[src/rtl/elevator_scan_ctrl_if.sv]
// Button/lamp and car-status bundle for the LOOK elevator controller.
// slave: the controller (takes calls, drives status); master: buttons, lamps, drivers.
interface elevator_scan_ctrl_if #(
    parameter int N_FLOORS = 10
);
    localparam int FLOOR_W = $clog2(N_FLOORS);

    logic [N_FLOORS-1:0] hall_up_i;
    logic [N_FLOORS-1:0] hall_down_i;
    logic [N_FLOORS-1:0] car_call_i;
    logic                hold_door_i;
    logic [FLOOR_W-1:0]  floor_o;
    logic [1:0]          direction_o;
    logic                door_open_o;
    logic                request_served_o;
    logic [N_FLOORS-1:0] pend_up_o;
    logic [N_FLOORS-1:0] pend_down_o;
    logic [N_FLOORS-1:0] pend_car_o;
    // Debug view of the controller state: 0 IDLE, 1 MOVE, 2 ARRIVE, 3 DOOR_OPEN
    logic [1:0]          state_o;

    modport slave (
        input  hall_up_i, hall_down_i, car_call_i, hold_door_i,
        output floor_o, direction_o, door_open_o, request_served_o,
        output pend_up_o, pend_down_o, pend_car_o, state_o
    );

    modport master (
        output hall_up_i, hall_down_i, car_call_i, hold_door_i,
        input  floor_o, direction_o, door_open_o, request_served_o,
        input  pend_up_o, pend_down_o, pend_car_o, state_o
    );
endinterface

[src/rtl/elevator_scan_ctrl.sv]
// Single-car elevator controller with a LOOK sweep: latches hall and car calls
// per floor, travels toward pending calls, keeps sweeping in one direction
// while calls remain ahead, and times the door dwell with hold extension.
module elevator_scan_ctrl #(
    parameter int  N_FLOORS      = 10,
    parameter int  TRAVEL_CYCLES = 4,
    parameter int  DOOR_CYCLES   = 3,
    localparam int FLOOR_W       = $clog2(N_FLOORS)
) (
    input logic           clk_i,
    input logic           rst_i,
    elevator_scan_ctrl_if.slave bus
);

    localparam int MAX_CYC = (TRAVEL_CYCLES > DOOR_CYCLES) ? TRAVEL_CYCLES : DOOR_CYCLES;
    localparam int CNT_W   = (MAX_CYC > 1) ? $clog2(MAX_CYC) : 1;

    localparam logic [CNT_W-1:0] TRAVEL_LOAD = CNT_W'(TRAVEL_CYCLES - 1);
    localparam logic [CNT_W-1:0] DOOR_LOAD   = CNT_W'(DOOR_CYCLES - 1);
    // A hold/re-press cycle counts as the first cycle of the restarted dwell,
    // so the door closes DOOR_CYCLES-1 cycles after the last such cycle.
    localparam logic [CNT_W-1:0] HOLD_LOAD   = CNT_W'((DOOR_CYCLES > 1) ? DOOR_CYCLES - 2 : 0);

    // No up call from the top floor, no down call from the bottom floor.
    localparam logic [N_FLOORS-1:0] UP_MASK   = ~(N_FLOORS'(1) << (N_FLOORS - 1));
    localparam logic [N_FLOORS-1:0] DOWN_MASK = ~N_FLOORS'(1);

    localparam logic [1:0] DIR_UP   = 2'b11;
    localparam logic [1:0] DIR_DOWN = 2'b00;
    localparam logic [1:0] DIR_STOP = 2'b01;

    typedef enum logic [1:0] {IDLE = 2'd0, MOVE = 2'd1, ARRIVE = 2'd2, DOOR_OPEN = 2'd3} state_t;
    typedef enum logic [1:0] {SWEEP_NONE = 2'd0, SWEEP_UP = 2'd1, SWEEP_DOWN = 2'd2} sweep_t;

    state_t              state;
    sweep_t              sweep;
    logic [FLOOR_W-1:0]  floor;
    logic [CNT_W-1:0]    cnt;
    logic [N_FLOORS-1:0] pend_up, pend_down, pend_car;
    logic [1:0]          direction;
    logic                door_open, served;

    logic [N_FLOORS-1:0] floor_oh, above_mask, below_mask, pend_any;
    logic [N_FLOORS-1:0] press_up, press_down, press_car;
    logic [N_FLOORS-1:0] absorb_up, absorb_down, absorb_car;
    logic [N_FLOORS-1:0] clr_up, clr_down, clr_car;
    logic above, below, here, car_here, up_here, down_here;
    logic going_down, further, behind, sweep_hall_here, opp_hall_here;
    logic arrive_stop, arrive_opp_only, absorbed, door_reload, door_done, flip_at_door;

    function automatic logic [1:0] dir_of(input sweep_t s);
        case (s)
            SWEEP_UP:   return DIR_UP;
            SWEEP_DOWN: return DIR_DOWN;
            default:    return DIR_STOP;
        endcase
    endfunction

    // Call-position summary, LOOK stop/turn decisions and per-cycle clear masks.
    always_comb begin
        floor_oh   = '0;
        above_mask = '0;
        below_mask = '0;
        for (int i = 0; i < N_FLOORS; i++) begin
            floor_oh[i]   = (i == int'(floor));
            above_mask[i] = (i > int'(floor));
            below_mask[i] = (i < int'(floor));
        end
        pend_any  = pend_up | pend_down | pend_car;
        above     = |(pend_any & above_mask);
        below     = |(pend_any & below_mask);
        here      = |(pend_any & floor_oh);
        car_here  = |(pend_car & floor_oh);
        up_here   = |(pend_up & floor_oh);
        down_here = |(pend_down & floor_oh);

        // With no sweep the car looks upward first.
        going_down      = (sweep == SWEEP_DOWN);
        further         = going_down ? below : above;
        behind          = going_down ? above : below;
        sweep_hall_here = going_down ? down_here : up_here;
        opp_hall_here   = going_down ? up_here : down_here;

        arrive_stop     = car_here | sweep_hall_here | (!further & here);
        arrive_opp_only = !car_here & !sweep_hall_here & opp_hall_here;

        press_up   = bus.hall_up_i & UP_MASK;
        press_down = bus.hall_down_i & DOWN_MASK;
        press_car  = bus.car_call_i;

        // While the door is open, presses for the categories just served here
        // only extend the dwell instead of re-latching.
        absorb_up   = '0;
        absorb_down = '0;
        absorb_car  = '0;
        if (state == DOOR_OPEN) begin
            absorb_car = press_car & floor_oh;
            if (sweep != SWEEP_DOWN) absorb_up = press_up & floor_oh;
            if (sweep != SWEEP_UP)   absorb_down = press_down & floor_oh;
        end
        absorbed     = |(absorb_up | absorb_down | absorb_car);
        door_reload  = bus.hold_door_i | absorbed;
        door_done    = (state == DOOR_OPEN) && (cnt == '0) && !door_reload;
        flip_at_door = door_done && !further && !behind && opp_hall_here && (sweep != SWEEP_NONE);

        clr_up   = '0;
        clr_down = '0;
        clr_car  = '0;
        case (state)
            IDLE: begin
                if (here) begin
                    clr_up   = floor_oh;
                    clr_down = floor_oh;
                    clr_car  = floor_oh;
                end
            end
            ARRIVE: begin
                if (arrive_stop) begin
                    clr_car = floor_oh;
                    if (arrive_opp_only ^ going_down) clr_down = floor_oh;
                    else                              clr_up   = floor_oh;
                end
            end
            DOOR_OPEN: begin
                if (flip_at_door) begin
                    if (going_down) clr_up   = floor_oh;
                    else            clr_down = floor_oh;
                end
            end
            default: ;
        endcase
    end

    // Call latching plus the IDLE/MOVE/ARRIVE/DOOR_OPEN state machine with registered outputs.
    always_ff @(posedge clk_i or negedge rst_i) begin
        if (!rst_i) begin
            state     <= IDLE;
            sweep     <= SWEEP_NONE;
            floor     <= '0;
            cnt       <= '0;
            pend_up   <= '0;
            pend_down <= '0;
            pend_car  <= '0;
            direction <= DIR_STOP;
            door_open <= 1'b0;
            served    <= 1'b0;
        end else begin
            // A clear in the same cycle as a press for that bit wins.
            pend_up   <= (pend_up   | (press_up   & ~absorb_up))   & ~clr_up;
            pend_down <= (pend_down | (press_down & ~absorb_down)) & ~clr_down;
            pend_car  <= (pend_car  | (press_car  & ~absorb_car))  & ~clr_car;
            served    <= 1'b0;

            case (state)
                IDLE: begin
                    if (here) begin
                        state     <= DOOR_OPEN;
                        cnt       <= DOOR_LOAD;
                        door_open <= 1'b1;
                        served    <= 1'b1;
                        direction <= DIR_STOP;
                    end else if (above && (sweep != SWEEP_DOWN || !below)) begin
                        state     <= MOVE;
                        sweep     <= SWEEP_UP;
                        cnt       <= TRAVEL_LOAD;
                        direction <= DIR_UP;
                    end else if (below) begin
                        state     <= MOVE;
                        sweep     <= SWEEP_DOWN;
                        cnt       <= TRAVEL_LOAD;
                        direction <= DIR_DOWN;
                    end else begin
                        sweep     <= SWEEP_NONE;
                        direction <= DIR_STOP;
                    end
                end
                MOVE: begin
                    if (cnt == '0) begin
                        floor <= going_down ? floor - FLOOR_W'(1) : floor + FLOOR_W'(1);
                        state <= ARRIVE;
                    end else begin
                        cnt <= cnt - CNT_W'(1);
                    end
                end
                ARRIVE: begin
                    if (arrive_stop) begin
                        state     <= DOOR_OPEN;
                        cnt       <= DOOR_LOAD;
                        door_open <= 1'b1;
                        served    <= 1'b1;
                        direction <= DIR_STOP;
                        if (arrive_opp_only) sweep <= going_down ? SWEEP_UP : SWEEP_DOWN;
                    end else begin
                        state <= MOVE;
                        cnt   <= TRAVEL_LOAD;
                    end
                end
                DOOR_OPEN: begin
                    if (door_reload) begin
                        cnt <= HOLD_LOAD;
                    end else if (cnt != '0) begin
                        cnt <= cnt - CNT_W'(1);
                    end else if (further) begin
                        state     <= MOVE;
                        sweep     <= going_down ? SWEEP_DOWN : SWEEP_UP;
                        direction <= going_down ? DIR_DOWN : DIR_UP;
                        cnt       <= TRAVEL_LOAD;
                        door_open <= 1'b0;
                    end else if (behind) begin
                        state     <= MOVE;
                        sweep     <= going_down ? SWEEP_UP : SWEEP_DOWN;
                        direction <= going_down ? DIR_UP : DIR_DOWN;
                        cnt       <= TRAVEL_LOAD;
                        door_open <= 1'b0;
                    end else if (flip_at_door) begin
                        sweep  <= going_down ? SWEEP_UP : SWEEP_DOWN;
                        cnt    <= DOOR_LOAD;
                        served <= 1'b1;
                    end else begin
                        state     <= IDLE;
                        sweep     <= SWEEP_NONE;
                        direction <= dir_of(SWEEP_NONE);
                        cnt       <= '0;
                        door_open <= 1'b0;
                    end
                end
                default: state <= IDLE;
            endcase
        end
    end

    assign bus.floor_o          = floor;
    assign bus.direction_o      = direction;
    assign bus.door_open_o      = door_open;
    assign bus.request_served_o = served;
    assign bus.pend_up_o        = pend_up;
    assign bus.pend_down_o      = pend_down;
    assign bus.pend_car_o       = pend_car;
    assign bus.state_o          = state;

endmodule

[src/flat_wrapper.sv]
// flat-port wrapper written by rule: the top's interface ports become plain ports
module elevator_scan_ctrl_flat 
#(
    parameter int  N_FLOORS      = 10,
    parameter int  TRAVEL_CYCLES = 4,
    parameter int  DOOR_CYCLES   = 3,
    localparam int FLOOR_W       = $clog2(N_FLOORS)
)
  (clk_i, rst_i, bus_hall_up_i, bus_hall_down_i, bus_car_call_i, bus_hold_door_i, bus_floor_o, bus_direction_o, bus_door_open_o, bus_request_served_o, bus_pend_up_o, bus_pend_down_o, bus_pend_car_o, bus_state_o);
  elevator_scan_ctrl_if #(.N_FLOORS(N_FLOORS)) bus_i ();
  input logic clk_i;
  input logic rst_i;
  input wire logic [$bits(bus_i.hall_up_i)-1:0] bus_hall_up_i;
  input wire logic [$bits(bus_i.hall_down_i)-1:0] bus_hall_down_i;
  input wire logic [$bits(bus_i.car_call_i)-1:0] bus_car_call_i;
  input wire logic [$bits(bus_i.hold_door_i)-1:0] bus_hold_door_i;
  output wire logic [$bits(bus_i.floor_o)-1:0] bus_floor_o;
  output wire logic [$bits(bus_i.direction_o)-1:0] bus_direction_o;
  output wire logic [$bits(bus_i.door_open_o)-1:0] bus_door_open_o;
  output wire logic [$bits(bus_i.request_served_o)-1:0] bus_request_served_o;
  output wire logic [$bits(bus_i.pend_up_o)-1:0] bus_pend_up_o;
  output wire logic [$bits(bus_i.pend_down_o)-1:0] bus_pend_down_o;
  output wire logic [$bits(bus_i.pend_car_o)-1:0] bus_pend_car_o;
  output wire logic [$bits(bus_i.state_o)-1:0] bus_state_o;
  assign bus_i.hall_up_i = bus_hall_up_i;
  assign bus_i.hall_down_i = bus_hall_down_i;
  assign bus_i.car_call_i = bus_car_call_i;
  assign bus_i.hold_door_i = bus_hold_door_i;
  assign bus_floor_o = bus_i.floor_o;
  assign bus_direction_o = bus_i.direction_o;
  assign bus_door_open_o = bus_i.door_open_o;
  assign bus_request_served_o = bus_i.request_served_o;
  assign bus_pend_up_o = bus_i.pend_up_o;
  assign bus_pend_down_o = bus_i.pend_down_o;
  assign bus_pend_car_o = bus_i.pend_car_o;
  assign bus_state_o = bus_i.state_o;
  elevator_scan_ctrl #(.N_FLOORS(N_FLOORS), .TRAVEL_CYCLES(TRAVEL_CYCLES), .DOOR_CYCLES(DOOR_CYCLES)) u_core (.clk_i(clk_i), .rst_i(rst_i), .bus(bus_i));
endmodule
[config.mk]
export PLATFORM = sky130hd
export DESIGN_NAME = elevator_scan_ctrl_flat
export DESIGN_NICKNAME = d
export VERILOG_FILES = /design/src/rtl/elevator_scan_ctrl_if.sv /design/src/rtl/elevator_scan_ctrl.sv /design/src/flat_wrapper.sv
export SDC_FILE = /design/constraint.sdc
export NUM_CORES = 1
export LEC_CHECK = 0
export ABC_AREA = 1
export CAP_MARGIN = 20
export CORE_MARGIN = 3
export CORE_UTILIZATION = 26
export DETAILED_ROUTE_END_ITERATION = 16
export RECOVER_POWER = 50
export SYNTH_ARGS = -nofsm -noshare
export SYNTH_HDL_FRONTEND = slang
export SYNTH_SLANG_ARGS = --single-unit
export TNS_END_PERCENT = 5
[constraint.sdc]
create_clock -name clk_i -period 3.78 [get_ports clk_i]
set_input_delay 0.756 -clock clk_i [delete_from_list [all_inputs] [get_ports clk_i]]
set_output_delay 0.756 -clock clk_i [all_outputs]
set_load 0.01 [all_outputs]
==> run summary <==
Outcome -> completed
Place WS -> 0.672 ns
Die width -> 130 um
Cts hold-fix bufs -> 0
Synth Area in XOR/XNOR -> 0.876%
Critical path's largest stage delay -> 0.53 ns
Setup crit start -> u_core.bus.floor_o[1]
Ports -> 73
Main synth FF type -> dfrtp_1
Max cap viols -> 0
Vias -> 4147
Mapped Avg Cell Area -> 6.60 um2
Clock Sinks -> 44
DRT antenna net count -> 0
Reg-to-Reg Start -> u_core.bus.floor_o[1]
Cells after synthesis -> 606
Register area -> 1100 um2
GRT Total Usage -> 17.1%
Placed cells -> 849
PnR worst setup slack -> 0.625 ns
Clock latency on the worst-skew pair -> 0.30 ns
Layout net count -> 713
Final worst path period share -> 83.5%
EDFF count, synth -> 0
Crit end category -> register
Initial Utilization -> 27.0%
Crit path time final -> 3.15 ns
# setup viols final -> 0
Post-synth ARST share -> 100%
Vias in the first global route -> 3951
Compound-Gate Fraction of Synth Area -> 13.7%
Unrepaired setup endpoints after global routing -> false
# port buffers -> 70
Ant diodes -> 0
Layout cell share with drive strength beyond 1 -> 16.2%
Synth Area in Adders -> 2.19%
Setup TNS -> 0 ns
Die H -> 130 um
Worst rel slew slack -> 10.1%
Initial antenna violation count -> 0
Final hold violation count -> 0
HP Class -> register to register
Synth area leaders -> dfrtp_1, nand2_1, nor2_1
Max Root-Sink Buffers -> 2
Final clock skew -> 0.00938 ns
Leak -> 2.38 nW
Clock transition at path regs -> 0.06 ns
CTS buffer count -> 5
Min-Delay Endpoint -> u_core.bus.direction_o[0]
Core Util, Final -> 33.7%
Worst reg2reg setup slack -> 0.63 ns
Slowest CP cell -> dfrtp_1
Most Frequent Cell on Critical Path -> nand2_1
Overflow after GRT -> 0
Tightest Pin Transition -> 1.35 ns
Worst Path Class, Setup -> register to register
F_max -> 317 MHz
Synth area leader -> dfrtp_1
Synth warnings -> 0
Area of the multi-input gates -> 2480 um2
DIE AREA -> 16900 um2
R2R Path End -> u_core.bus.request_served_o
Area delta synth->final -> 24.8%
Drt total wl -> 14.0 mm
HP Start -> u_core.bus.direction_o[0]
Crit path cell chain -> inv_2 -> ha_1 -> nand3_1 -> nand2_1 -> nor2_1 -> nor2_1 -> nand3_1 -> nand2_1 -> nand3_2 -> nand2_1 -> nand2_2 -> nand2_2 -> inv_1 -> o21ai_0
First-pass GRT wire length -> 22.3 mm
Post-synth cell types -> 39
Post-route insts no fill -> 857
Mapped Area -> 4000 um2
Root buf cell -> clkbuf_16
CTS tree -> built
Pin count of the biggest net entering global routing -> 45
Worst vdd ir -> 0.297 mV
Vias per cell -> 4.84
H-tree levels -> 2
Startpoint types -> register
Pre-Repair DR Iteration Count -> 5
Core footprint -> 14800 um2
Fill count -> 1611
Remaining DRCs -> 0
Syn Nets -> 646
Register area share after synthesis -> 27.6%
Synth Register Bits -> 44
FP Rows -> 44
Arr. time, crit path -> 3.36 ns
Critical Path Fanout Max -> 12
PwrDens -> 642 nW/um2
Hold Path Depth -> 2
FF-to-FF path depth -> 14
Hold Slack -> 0.472 ns
Post-synthesis mux area share -> 0%
Max-slew violations -> 0
GP Congestion -> 0.900
Number of setup buffers added after CTS -> 0
Simple-Gate Fraction of Synth Area -> 45.2%
HPWL Detailed -> 10.7 mm
Worst endpoint required time -> 3.99 ns
Wirelength per Cell -> 16.4 um
Main combinational cell family by area after synthesis -> simple AND/OR/NAND/NOR gates
Synth top area share -> 26.9%
Post-CTS resize count -> 0
Starting DRT DRC Count -> 308
through the flow:
stage               power [mW]  area (um2)
floorplan                 2.22        4000
global placement          2.72        4840
detailed placement        2.73        4840
CTS                       3.21        4990
global route              3.48        4990
finish                    3.20        4990
logic make-up (layout without fill, tap and decap cells):
| logic type | count (synthesis) | count (layout) |
|---|---|---|
| simple gates | 368 | 368 |
| xor+xnor | 4 | 4 |
| flops | 44 | 44 |
| compound gates | 87 | 87 |
| fa+ha+maj | 7 | 7 |
| buf+inv | 96 | 163 |
layout by cell type (no fill, tap or decap), types with 2 or more instances in the layout:
master,count
ha_1,7
nand3_1,40
nor2_8,3
nand3_2,11
buf_4,3
dlygate4sd3_1,18
clkbuf_16,5
nor2_1,87
a21oi_2,20
a21oi_1,39
nand2_2,16
nand2_1,158
nor2_2,18
clkdlybuf4s50_1,51
nand3_4,4
nand4_1,14
xor2_1,3
nor3_1,7
inv_1,67
o21ai_1,9
clkbuf_1,2
o21ai_0,11
dfrtp_1,43
inv_2,15
nor2_4,6
clkbuf_8,2
per-layer routing:
metal	share of wire [%]	global-route usage [%]	vias to the layer above
li1	-	-	2071
met3	5.1	2.25	23
met4	3.2	6.17	0
met1	47	24.7	1921
met2	44	26.2	132
met5	0	0	-
state kept, by name, summed over array words and instances (netlist names):
name	flops
u_core.bus.pend_car_o	10
u_core.bus.pend_down_o	10
u_core.bus.pend_up_o	10
u_core.bus.floor_o	4
u_core.bus.direction_o	2
u_core.bus.state_o	2
u_core.cnt	2
u_core.sweep	2
u_core.bus.door_open_o	1
u_core.bus.request_served_o	1
power breakdown:
group / internal [mW] / switching [mW]
clock: 0.278 / 0.186
combinational: 0.639 / 1.50
sequential: 0.529 / 0.0704
critical path: cells and delay by family (launching register included):
| kind | cells | cell delay, ns |
|---|---|---|
| flops | 1 | 0.53 |
| simple gates | 10 | 1.59 |
| compound gates | 1 | 0.11 |
| buf+inv | 2 | 0.33 |
| fa+ha+maj | 1 | 0.51 |
layout make-up:
| type | instances | share of cell area, % |
|---|---|---|
| multi-input cells | 466 | 49.6 |
| flip-flops and latches | 44 | 22.1 |
| repair buffers | 74 | 14.4 |
| inverters | 82 | 6.17 |
| well taps | 184 | 4.61 |
| clock buffers | 7 | 3.06 |
cells in the mapped netlist, types with 9 or more instances:
library cell	count
nand3_2	11
nand3_1	40
a21oi_2	20
o21ai_0	11
inv_2	15
dfrtp_1	43
nand4_1	14
nor2_1	87
nand2_2	16
a21oi_1	39
nor2_2	18
o21ai_1	9
inv_1	67
nand2_1	158
worst max path at each step:
| stage | slack [ns] | end | depth (start not counted) |
|---|---|---|---|
| floorplan | 1.37 | u_core.bus.pend_down_o[1] | 14 |
| global placement | 0.66 | u_core.bus.request_served_o | 14 |
| detailed placement | 0.67 | u_core.bus.request_served_o | 16 |
| CTS | 0.65 | u_core.bus.request_served_o | 16 |
| global route | 0.38 | u_core.bus.request_served_o | 14 |
| finish | 0.63 | u_core.bus.request_served_o | 14 |
Note: power is estimated with default switching activity, not from simulation.
